===== src/rtl/pipe_seq.sv =====
// rtl/pipe_seq.sv - stall/flush sequencer for the 5-stage core pipeline
// Mealy control outputs from state/cnt/inputs; multi-cycle hazards held in HOLD.
module pipe_seq #(
  parameter int CNT_W = 16
) (
  input  logic             clk,
  input  logic             rst,
  input  logic [1:0]       stall_c,
  input  logic             br_taken,
  input  logic             halt_id,
  input  logic             imem_stall,
  input  logic             dmem_stall,
  output logic             pc_we,
  output logic             if_id_we,
  output logic             if_id_flush,
  output logic             id_ex_we,
  output logic             id_ex_bubble,
  output logic             ex_mem_we,
  output logic             mem_wb_bubble,
  output logic             halted,
  output logic [CNT_W-1:0] stall_cycles
);

  typedef enum logic [1:0] {RUN, HOLD, HALTED} state_t;

  state_t     state, state_nxt;
  logic [1:0] cnt, cnt_nxt;
  logic       freeze;

  always_comb begin
    pc_we         = 1'b1;
    if_id_we      = 1'b1;
    if_id_flush   = 1'b0;
    id_ex_we      = 1'b1;
    id_ex_bubble  = 1'b0;
    ex_mem_we     = 1'b1;
    mem_wb_bubble = 1'b0;
    halted        = 1'b0;
    state_nxt     = state;
    cnt_nxt       = cnt;
    freeze        = 1'b0;

    if (state == HALTED) begin
      halted = 1'b1;
      if (dmem_stall) begin
        freeze = 1'b1;
      end else begin
        pc_we       = 1'b0;
        if_id_flush = 1'b1;
      end
    end else if (dmem_stall) begin
      freeze = 1'b1;
    end else if (br_taken) begin
      if_id_flush  = 1'b1;
      id_ex_bubble = 1'b1;
      state_nxt    = RUN;
      cnt_nxt      = 2'd0;
    end else if (state == HOLD || stall_c != 2'd0) begin
      // IF/ID is held, not flushed, so an overlapping I-miss simply retries
      pc_we        = 1'b0;
      if_id_we     = 1'b0;
      id_ex_bubble = 1'b1;
      if (state == HOLD) begin
        cnt_nxt = cnt - 2'd1;
        if (cnt <= 2'd1) state_nxt = RUN;
      end else if (stall_c != 2'd1) begin
        state_nxt = HOLD;
        cnt_nxt   = stall_c - 2'd1;
      end
    end else if (halt_id) begin
      pc_we       = 1'b0;
      if_id_flush = 1'b1;
      state_nxt   = HALTED;
    end else if (imem_stall) begin
      pc_we       = 1'b0;
      if_id_flush = 1'b1;
    end

    if (freeze) begin
      pc_we         = 1'b0;
      if_id_we      = 1'b0;
      if_id_flush   = 1'b0;
      id_ex_we      = 1'b0;
      id_ex_bubble  = 1'b0;
      ex_mem_we     = 1'b0;
      mem_wb_bubble = 1'b1;
    end

    if (rst) begin
      pc_we         = 1'b0;
      if_id_we      = 1'b0;
      id_ex_we      = 1'b0;
      ex_mem_we     = 1'b0;
      if_id_flush   = 1'b1;
      id_ex_bubble  = 1'b1;
      mem_wb_bubble = 1'b1;
      halted        = 1'b0;
    end
  end

  always_ff @(posedge clk) begin
    if (rst) begin
      state        <= RUN;
      cnt          <= 2'd0;
      stall_cycles <= '0;
    end else begin
      state <= state_nxt;
      cnt   <= cnt_nxt;
      if (!pc_we && state != HALTED && stall_cycles != {CNT_W{1'b1}})
        stall_cycles <= stall_cycles + 1'b1;
    end
  end

endmodule


===== config.mk =====
export PLATFORM = sky130hd
export DESIGN_NAME = pipe_seq
export DESIGN_NICKNAME = d
export VERILOG_FILES = /design/src/rtl/pipe_seq.sv
export SDC_FILE = /design/constraint.sdc
export NUM_CORES = 1
export LEC_CHECK = 0
export ABC_CLOCK_PERIOD_IN_PS = 4580
export BUFFER_PORTS_ARGS = -buffer_cell sky130_fd_sc_hd__clkbuf_2
export CAP_MARGIN = 0
export CORE_MARGIN = 4
export CORE_UTILIZATION = 55
export CTS_BUF_LIST = sky130_fd_sc_hd__clkbuf_8
export DETAILED_ROUTE_END_ITERATION = 12
export PLACE_DENSITY = 0.79
export RECOVER_POWER = 25
export SYNTH_ARGS = -nofsm -noshare
export SYNTH_HDL_FRONTEND = slang
export SYNTH_SLANG_ARGS = --single-unit

===== constraint.sdc =====
create_clock -name clk -period 4.58 [get_ports clk]
set_clock_uncertainty 0.05 [all_clocks]
set_input_delay 0 -clock clk [delete_from_list [all_inputs] [get_ports clk]]
set_output_delay 0 -clock clk [all_outputs]
set_load 0.02 [all_outputs]

Word level (Yosys, flattened, before mapping)
Cells that the tools add are included.
{ "totals": {"ff_bits": 20, "in_bits": 8, "output_inout_bits": 24, "word_cells": 72} }
{ "classes": {"add_sub_neg": 3, "n_lt_le_gt_ge": 1, "eq_ne": 7, "n_mux": 46, "bitwise_logic": 2, "n_reduce_logical": 10} }
{ "ops": {"columns": ["cell", "count"], "rows": [
  ["1-bit 2-to-1 mux", 36],
  ["2-bit 2-to-1 mux", 10],
  ["16-bit by 1-bit adder with 16-bit output, second input constant", 1],
  ["16-bit inequality test, second input constant", 1],
  ["4-bit by 3-bit inequality test with 1-bit output, second input constant", 2],
  ["3-bit nonzero test", 2],
  ["5-bit AND reduction", 1],
  ["4-bit AND reduction", 1],
  ["2-bit nonzero test", 2],
  ["2-bit by 1-bit subtractor with 2-bit output, second input constant", 2],
  ["2-bit by 1-bit == test with 1-bit output, second input constant", 1],
  ["2-bit == test, second input constant", 1],
  ["2-bit by 1-bit <= comparator with 1-bit output, second input constant", 1],
  ["1-bit logical AND", 2],
  ["2-bit by 1-bit inequality test with 1-bit output, second input constant", 1],
  ["2-bit inequality test, second input constant", 1],
  ["1-bit NOT", 2],
  ["1-bit logical NOT", 1],
  ["1-bit logical OR", 1]
]} }

Longest topological paths before layout
{ "logic_depth": {"depth_word": 11, "mapped_depth": 9, "depth_no_buf": 7} }

Worst setup path before layout
No wires, ideal clock.
{ "synth_path": {"path_type": "flip-flop to flip-flop", "from": "register stall_cycles[1]", "to": "register stall_cycles[1]", "setup_time_ps": 128, "t_arrival_ps": 1788, "required_time_ps": 4402, "slack_ps": 2614, "path_stages_with_launch": 8, "n_path_buf": 1, "synth_period_minus_slack_ps": 1966, "path_cell_list": "dfxtp_1 ha_1 nand4_1 or4_4 nand3_2 buf_12 mux2i_1 nor2_1"} }
{ "synth_between": {"elab_chain_len": 2, "elab_cells_between_ends": 3, "cone_classes": "add/sub: 1; eq/ne: 1; reduce/logical: 1"} }
{ "synth_rtl": {"columns": ["element", "line_no", "rtl"], "rows": [
  ["start, declared", "21", "output logic [CNT_W-1:0] stall_cycles"],
  ["start signal, assigned", "110", "stall_cycles <= stall_cycles + 1'b1;"],
  ["parallel branches: the longest is 2 deep, another holds 16-bit by 1-bit adder with 16-bit output", null, null]
]} }
Parallel ways; which one is timed is not known.
A chain may end at the register's enable or synchronous reset.

Worst setup path in the final report
{ "layout_path": {"from": "register stall_cycles[1]", "to": "register stall_cycles[12]"} }
The elaborated chain is that of the path after synthesis.

==> impl_metrics.json <==
{
  "pre_cts_ws_ns": 2.470,
  "dr_total_vias": 1394,
  "clkPwrFrac_pct": 33.2,
  "synth.avg_cell_area_um2": 7.856,
  "post-route-min-period_ns": 2.123,
  "worstPathMaxFanout": 7,
  "grt_overflow_total": 0,
  "crit_required_ns": 4.72,
  "post_cts_buffers": 0,
  "critPathKind": "reg -> reg",
  "ys.flop_type": "dfxtp_1",
  "ys_types": 47,
  "arrival_ns": 2.26,
  "ctsHoldBuffers": 0,
  "leakagePower_uw": 0.0005410,
  "min_path_cells": 4,
  "cts-buffers-inserted": 3,
  "start_kind": "register",
  "core_area_um2": 2276,
  "top_usage_layer": "met2",
  "synth_nets": 184,
  "multi_input_area_um2": 847.1,
  "p_seq_share_pct": 47.4,
  "ff_latch_area_um2": 400.4,
  "cts_tree": "done",
  "drive_gt1_share_pct": 16.84,
  "nFillCells": 193,
  "synth_area_um2": 1351,
  "drt-total-wl_mm": 3.424,
  "grt_usage_pct": 21.30,
  "drc": 0,
  "final_antenna_net_count": 0,
  "htreeDepth": 1,
  "ys_warn_count": 0,
  "end_kind": "register",
  "port-buffer-count": 31,
  "relSlewSlack_pct": 54.38,
  "yosysSeqAreaShare_pct": 29.63,
  "grt_pass1_vias": 1216,
  "rows": 17,
  "clock-sinks": 20,
  "hp-class": "in -> reg",
  "insertion_delay_ns": 0.26,
  "fmax_mhz": 471.1,
  "worst_pin_slew_ns": 0.6829,
  "gp_congestion": 0.8381,
  "hpwl_mm": 2.539,
  "fp.dieW_um": 57.57,
  "combPwrFrac_pct": 19.4,
  "viasPerCell": 6.223,
  "rsz0062_at_grt": "no",
  "synth_enable_flop_cells": 0,
  "grtUsageMet2_pct": 33.39,
  "nets": 209,
  "p_int_uw": 285.3,
  "post-synth-top-area-cell": "dfxtp_1",
  "wl_per_cell_um": 15.29,
  "io_pins": 32,
  "area_growth_pct": 11.94,
  "synth.area.top_cells": "dfxtp_1 (30%), a21oi_1 (5.2%), nor2_1 (4.4%)",
  "async_flop_share_pct": 0,
  "die_height_um": 57.57,
  "synth_top_area_share_pct": 29.63,
  "ys_ff_latch": 20,
  "max-vdd-ir-drop_mv": 0.2232,
  "start_util_pct": 59.37,
  "grt_max_degree": 27,
  "antenna_found_initial": 0,
  "first_iter_violations": 48,
  "fin_crit_sh_pct": 46.35,
  "setup_viol": 0,
  "reg2reg_slack_ns": 2.46,
  "final_max_slew_viol_count": 0,
  "timing.final.ws_setup_ns": 2.457,
  "power_switching_share_pct": 29.77,
  "hold_viol_final": 0,
  "grt_pass1_wl_mm": 5.602,
  "use_met1_pct": 27.42,
  "maxCapViolCount": 0,
  "status": "completed",
  "cts.clk_slew.worst_paths_ns": 0.07,
  "dieArea_um2": 3314,
  "power_density_nw_per_um2": 268.6,
  "cts_resized": 0,
  "p_sw_uw": 120.9,
  "diodes": 0,
  "syn_inst": 172,
  "clock_path_buffers": 2,
  "clockRootBuffer": "clkbuf_8",
  "fin_tns_setup_ns": 0,
  "drt_first_pass_iters": 4,
  "reg2reg_depth": 6,
  "grt_util_met3_pct": 5.882
}
cell usage after synthesis (3+ instances only):
master    count
o21ai_0       3
nand4_1       8
dfxtp_1      20
a21oi_1      14
or3_1         6
nor4_1        3
o31ai_1       3
nor3_1        9
or4_1         4
nor2_1       16
xnor2_1       4
nand3_1      11
nand2_1       6
inv_1         6
nor2b_1       3
inv_2         3
a211oi_1      4
o21ai_1       4
ha_1          4
buf_2         4
sequential cells by signal, summed over array words and instances, names as in the netlist:
name          count
stall_cycles     16
state             2
cnt               2
layer usage:
metal  part of all wire (%)  routed length, um
met4                    1.3                 46
met2                     48               1641
met5                      0                  0
met1                     44               1495
met3                    7.0                240
worst paths after layout:
| kind | from | end |
|---|---|---|
| worst max-delay path | stall_cycles[1]$_SDFFE_PP0P_ | stall_cycles[12]$_SDFFE_PP0P_ |
| worst min-delay path | stall_c[0] | cnt[0]$_SDFFE_PP0P_ |
| worst max register to register | stall_cycles[1]$_SDFFE_PP0P_ | stall_cycles[12]$_SDFFE_PP0P_ |
| worst min register to register | cnt[0]$_SDFFE_PP0P_ | cnt[0]$_SDFFE_PP0P_ |
power by group through the flow:
stage                     Combinational, uW  Sequential, uW  Clock (uW)
final                                  78.7             192         135
after global placement                 76.2             196           0
after global routing                   86.6             194         144
after CTS                              79.5             192         137
after floorplan                        61.5             196           0
after detailed placement               79.0             196           0
metrics by stage:
stage               hold WS, ns  power, uW  instances  util, %  area, um^2
finish                  0.04406      406.2        224    66.47        1513
detailed placement       0.3273      275.4        220    64.65        1471
global placement         0.3148      271.9        220    64.65        1471
floorplan                0.1543      257.8        172        -        1351
global route            0.07426      424.3        224    66.47        1513
CTS                     0.04225      409.0        224    67.07        1526
cell families (layout without fill, tap and decap cells):
family | count (synthesis) | count (layout) | synth area share [%]
XOR/XNOR | 6 | 6 | 3.889
flip-flops | 20 | 20 | 29.63
AND/OR/NAND/NOR | 78 | 78 | 32.50
AO/OA/AOI/OAI | 40 | 40 | 19.63
adder cells (fa/ha/maj) | 6 | 6 | 5.185
multiplexers | 2 | 2 | 1.482
buffers and inverters | 20 | 44 | 7.685
critical path, cell delays in order, from the launching register on:
cell	delay (ns)
dfxtp_1	0.44
ha_1	0.29
nand3_1	0.12
a311oi_1	0.41
nand2_1	0.21
or3_1	0.38
a21oi_1	0.15
placed cells by master, fill, tap and decap left out, types with 3 or more instances in the layout:
master / Yosys / routed
nand4_1: 8 / 8
nand3_1: 11 / 11
o21ai_0: 3 / 3
nor4_1: 3 / 3
xnor2_1: 4 / 4
clkbuf_1: 2 / 11
clkbuf_8: 0 / 4
nand2_1: 6 / 6
dfxtp_1: 20 / 20
ha_1: 4 / 4
o31ai_1: 3 / 3
o21ai_1: 4 / 4
inv_2: 3 / 3
or4_1: 4 / 4
inv_1: 6 / 6
or3_1: 6 / 6
a211oi_1: 4 / 4
nor3_1: 9 / 9
nor2_1: 16 / 16
a21oi_1: 14 / 14
clkbuf_2: 0 / 20
nor2b_1: 3 / 3
layout make-up:
class / count / share of cell area (%)
clock buffer: 4 / 3.639
inverter: 9 / 2.233
multi-input combinational: 132 / 56.00
sequential: 20 / 26.47
tap: 28 / 2.316
timing repair buffer: 31 / 9.347
No activity file was read; power rests on OpenSTA's default activity.
